File: src/rtl/regression_pkg.sv
// Shared constants and types for the least-squares regression engine blocks.
package regression_pkg;

   localparam int unsigned N_DEFAULT = 16;
   localparam int unsigned W_DEFAULT = 20;

   typedef enum logic [2:0] {
      FILL,
      ARM,
      LAUNCH,
      RUN,
      DRAIN
   } loader_state_t;

endpackage : regression_pkg

File: src/rtl/regression_sample_ram.sv
// N-entry sample buffer: one synchronous write port, one asynchronous read port.
module regression_sample_ram
   import regression_pkg::*;
#(
   parameter int unsigned N  = N_DEFAULT,
   parameter int unsigned DW = 2 * W_DEFAULT,
   parameter int unsigned AW = $clog2(N)
) (
   input  logic          clk,
   input  logic          we_i,
   input  logic [AW-1:0] waddr_i,
   input  logic [DW-1:0] wdata_i,
   input  logic [AW-1:0] raddr_i,
   output logic [DW-1:0] rdata_o
);

   logic [DW-1:0] mem_q [N];

   // Contents are intentionally not reset.
   always_ff @(posedge clk) begin
      if (we_i) begin
         mem_q[waddr_i] <= wdata_i;
      end
   end

   assign rdata_o = mem_q[raddr_i];

endmodule : regression_sample_ram

File: src/rtl/regression_sample_loader.sv
// Collects N (x, y) pairs, launches a regression run when the controller is idle,
// and serves the stored pairs through a sequential read pointer during the run.
module regression_sample_loader
   import regression_pkg::*;
#(
   parameter int unsigned N  = N_DEFAULT,
   parameter int unsigned W  = W_DEFAULT,
   parameter int unsigned AW = $clog2(N)
) (
   input  logic          clk,
   input  logic          rst,
   input  logic          in_valid,
   input  logic [W-1:0]  in_x,
   input  logic [W-1:0]  in_y,
   output logic          in_ready,
   input  logic          ctrl_ready,
   output logic          start,
   input  logic          rd_inc,
   input  logic          rd_rewind,
   output logic [W-1:0]  rd_x,
   output logic [W-1:0]  rd_y,
   output logic          rd_last,
   output logic [AW:0]   fill_cnt,
   output logic          done
);

   loader_state_t  state_q, state_d;
   logic [AW:0]    fill_cnt_q, fill_cnt_d;
   logic [AW-1:0]  rd_ptr_q, rd_ptr_d;
   logic           wr_en_c;
   logic           done_c;
   logic [2*W-1:0] rdata_c;

   always_ff @(posedge clk) begin
      if (rst) begin
         state_q    <= FILL;
         fill_cnt_q <= '0;
         rd_ptr_q   <= '0;
      end else begin
         state_q    <= state_d;
         fill_cnt_q <= fill_cnt_d;
         rd_ptr_q   <= rd_ptr_d;
      end
   end

   always_comb begin
      state_d    = state_q;
      fill_cnt_d = fill_cnt_q;
      rd_ptr_d   = rd_ptr_q;
      wr_en_c    = 1'b0;
      done_c     = 1'b0;

      unique case (state_q)
         FILL: begin
            if (in_valid) begin
               wr_en_c    = 1'b1;
               fill_cnt_d = fill_cnt_q + (AW+1)'(1);
               if (fill_cnt_q == (AW+1)'(N - 1)) begin
                  state_d = ARM;
               end
            end
         end
         ARM: begin
            if (ctrl_ready) begin
               state_d = LAUNCH;
            end
         end
         LAUNCH: begin
            state_d = RUN;
         end
         RUN: begin
            // Controller dropping idle confirms it has taken the run.
            if (!ctrl_ready) begin
               state_d = DRAIN;
            end
         end
         DRAIN: begin
            if (ctrl_ready) begin
               done_c     = 1'b1;
               fill_cnt_d = '0;
               state_d    = FILL;
            end
         end
         default: begin
            state_d = FILL;
         end
      endcase

      if (done_c || rd_rewind) begin
         rd_ptr_d = '0;
      end else if (rd_inc) begin
         rd_ptr_d = (rd_ptr_q == AW'(N - 1)) ? '0 : rd_ptr_q + AW'(1);
      end

      // Reset wins over a same-cycle handshake or completion.
      if (rst) begin
         wr_en_c = 1'b0;
         done_c  = 1'b0;
      end
   end

   regression_sample_ram #(
      .N  (N),
      .DW (2 * W),
      .AW (AW)
   ) u_ram (
      .clk     (clk),
      .we_i    (wr_en_c),
      .waddr_i (fill_cnt_q[AW-1:0]),
      .wdata_i ({in_x, in_y}),
      .raddr_i (rd_ptr_q),
      .rdata_o (rdata_c)
   );

   assign in_ready = (state_q == FILL);
   assign start    = (state_q == LAUNCH);
   assign done     = done_c;
   assign fill_cnt = fill_cnt_q;
   assign rd_last  = (rd_ptr_q == AW'(N - 1));
   assign rd_x     = rdata_c[2*W-1:W];
   assign rd_y     = rdata_c[W-1:0];

endmodule : regression_sample_loader

File: config.mk
export PLATFORM = sky130hd
export DESIGN_NAME = regression_sample_loader
export DESIGN_NICKNAME = d
export VERILOG_FILES = /design/src/rtl/regression_pkg.sv /design/src/rtl/regression_sample_ram.sv /design/src/rtl/regression_sample_loader.sv
export SDC_FILE = /design/constraint.sdc
export NUM_CORES = 1
export LEC_CHECK = 0
export BUFFER_PORTS_ARGS = -buffer_cell sky130_fd_sc_hd__buf_2
export CAP_MARGIN = 25
export CORE_UTILIZATION = 60
export DETAILED_ROUTE_END_ITERATION = 10
export PLACE_DENSITY_LB_ADDON = 0.25
export SYNTH_ARGS = -nofsm -noshare
export SYNTH_HDL_FRONTEND = slang
export SYNTH_SLANG_ARGS = --single-unit
File: constraint.sdc
create_clock -name clk -period 9.6 [get_ports clk]
set_input_delay 2.88 -clock clk [delete_from_list [all_inputs] [get_ports clk]]
set_output_delay 2.88 -clock clk [all_outputs]
set_load 0.1 [all_outputs]
==> impl_metrics.json <==
{
  "fin_crit_sh_pct": 68.9,
  "status": "finished with violations",
  "netlist_top_cells_area": "edfxtp_1, mux4_2, mux4_1",
  "hp-class": "reg2reg",
  "clockRootBuffer": "clkbuf_16",
  "dp_hpwl_um": 25100,
  "place_ws_ns": 3.00,
  "viasPerCell": 6.50,
  "die_area_um2": 42600,
  "portBuffers": 94,
  "synthArstFlopShare_pct": 0,
  "grt_pass1_wl_um": 75400,
  "wire_per_inst_um": 28.9,
  "crit_path_start_kind": "primary input",
  "synth_top_family_by_area": "multiplexers",
  "via_count": 11700,
  "grt_max_degree": 130,
  "cts_sinks": 656,
  "synth.distinct_cells": 38,
  "drc_errors": 14,
  "final_nets": 1268,
  "grt.total_usage_pct": 25.3,
  "ant_nets": 0,
  "violations": "design-rule violations",
  "drtPass1Iterations": 8,
  "tightest_slew_ns": 1.04,
  "cap_violations": 0,
  "area_delta_synth_final_pct": 12.5,
  "leakagePower_nw": 8.94,
  "ctsLongestPathBuffers": 3,
  "synth_seq_cells": 656,
  "synth_ff_type": "edfxtp_1",
  "worstRegToRegCells": 4,
  "whs_endpoint": "fill_cnt[4]",
  "powerDensity_nw_per_um2": 208,
  "grt_pass1_vias": 11700,
  "critPathKind": "in2out",
  "worst_slack_ns": 2.98,
  "cts_setup_buffers": 0,
  "wl_um": 52000,
  "synthCells": 1084,
  "synth_edf_count": 640,
  "crit_arrival_ns": 3.74,
  "hold_viol": 0,
  "crit_required_ns": 6.72,
  "hold_depth": 1,
  "syn_area_um2": 25100,
  "crit_fanout": 7,
  "gp_congestion": 0.781,
  "synth_fp_nets": 1136,
  "fmax_mhz": 151,
  "rows": 74,
  "cts_tree": "done",
  "numCtsBuffers": 66,
  "yosysSeqAreaShare_pct": 77.9,
  "clkSlewWorstSetupHoldPaths_ns": 0.06,
  "syn_avg_cell_area_um2": 23.1,
  "slew_headroom_pct": 30.9,
  "r2r_setup_slack_ns": 6.58,
  "antenna_found_initial": 3,
  "synth-compound-area-share_pct": 2.93,
  "hold_start": "fill_cnt[4]",
  "final_common_cell": "edfxtp_1",
  "layout_min_cycle_time_ns": 6.62,
  "ir_drop_mv": 0.141,
  "ys_warn_count": 0,
  "cts_resized": 0,
  "first_iter_violations": 1167,
  "boundaryPins": 95,
  "crit_path_end_kind": "output pin",
  "rsz0062_at_grt": "false",
  "cts_htree_levels": 3,
  "drive_above_1_share_pct": 26.0,
  "clock_skew_ns": 0.0297,
  "hold_buffers": 0,
  "whs_ns": 0.515,
  "rr_endpoint": "u_ram.mem_q[9][38]",
  "worstSkewPairLatency_ns": 0.59,
  "die_h_um": 206,
  "grt.overflow.total": 0,
  "power_mw": 5.87,
  "synth-simple-area-share_pct": 1.72,
  "start_util_pct": 61.2,
  "synth_top_area_cell": "edfxtp_1",
  "final_cell_mix": "edfxtp_1, mux4_2, buf_2",
  "reg2reg_from": "state_q[2]",
  "finalSetupViolCount": 0,
  "synthXorXnorAreaFrac_pct": 0.0698,
  "finalMaxSlewViolations": 0,
  "synth_fa_ha_area_share_pct": 0.299,
  "setup_tns_ns": 0,
  "synthMuxAreaShare_pct": 15.3,
  "core_area_um2": 41000,
  "fillerInstances": 2467,
  "synth_top_area_share_pct": 76.6,
  "die_x_um": 206
}
-- cells by family (layout without fill, tap and decap cells) --
logic type      count (synthesis)  after routing
compound gates                100            100
xor+xnor                        2              2
fa+ha+maj                       6              6
buf+inv                        63            240
flops                         656            656
mux                           162            162
other cells                     0              2
simple gates                   95             95
-- layer usage --
layer,part of all wire (%),vias to the layer above,global-route usage (%)
met4,2.4,2,7.85
li1,-,4942,-
met1,39,6137,34.0
met5,0.015,-,0
met2,51,499,42.1
met3,7.2,93,5.01
-- power by group --
| group | total, mW | internal (mW) | switching, mW |
|---|---|---|---|
| logic | 0.283 | 0.0773 | 0.205 |
| clock network | 2.41 | 1.41 | 1.01 |
| registers | 3.17 | 3.16 | 0.0106 |
| total | 5.87 | 4.65 | 1.22 |
-- how the worst max path moves through the flow --
stage                           from       end  slack, ns  cells after the start
final                     ctrl_ready      done       2.98                      4
after global routing       flip-flop  rd_y[13]       2.91                      5
after global placement    ctrl_ready      done       3.04                      4
after detailed placement  ctrl_ready      done       3.00                      4
after CTS                 ctrl_ready      done       3.00                      4
after floorplan                  rst      done       1.74                      1
-- critical path, cell delays in order --
cell     delay [ns]
buf_2          0.16
nand2_1        0.09
nor3_1         0.15
buf_2          0.46
-- registers in the layout, summed over array words and instances (netlist names), named ones only --
name	flops
state_q	3
rd_ptr_q	4
fill_cnt	5
u_ram.mem_q	640
-- final cells by class --
class,instances,area (µm²),area share [%]
tap,532,666,2.36
sequential,656,19500,69.3
inverter,5,18.8,0.0665
clock inverter,22,118,0.417
timing repair buffer,122,717,2.54
multi-input combinational,365,5240,18.6
clock buffer,91,1900,6.75
antenna,2,5.00,0.0177
-- stage by stage --
step | area (µm²) | util (%) | cells
after detailed placement | 26100 | 63.8 | 1678
after global routing | 28200 | 68.8 | 1793
after global placement | 26100 | 63.8 | 1678
after CTS | 28200 | 68.7 | 1791
after floorplan | 25100 | - | 1084
final | 28200 | 68.8 | 1795
-- cells in the mapped netlist, drive strengths merged, types with 4 or more instances --
cell type and count:
a22oi 80, inv 5, edfxtp 640, clkbuf 31, mux4 160, nand2 46, a21oi 8, nor2 20
nand2b 4, dfxtp 16, nor2b 4, nor3 6, ha 6, buf 27, nand4 4
Note: power is estimated with default switching activity, not from simulation.
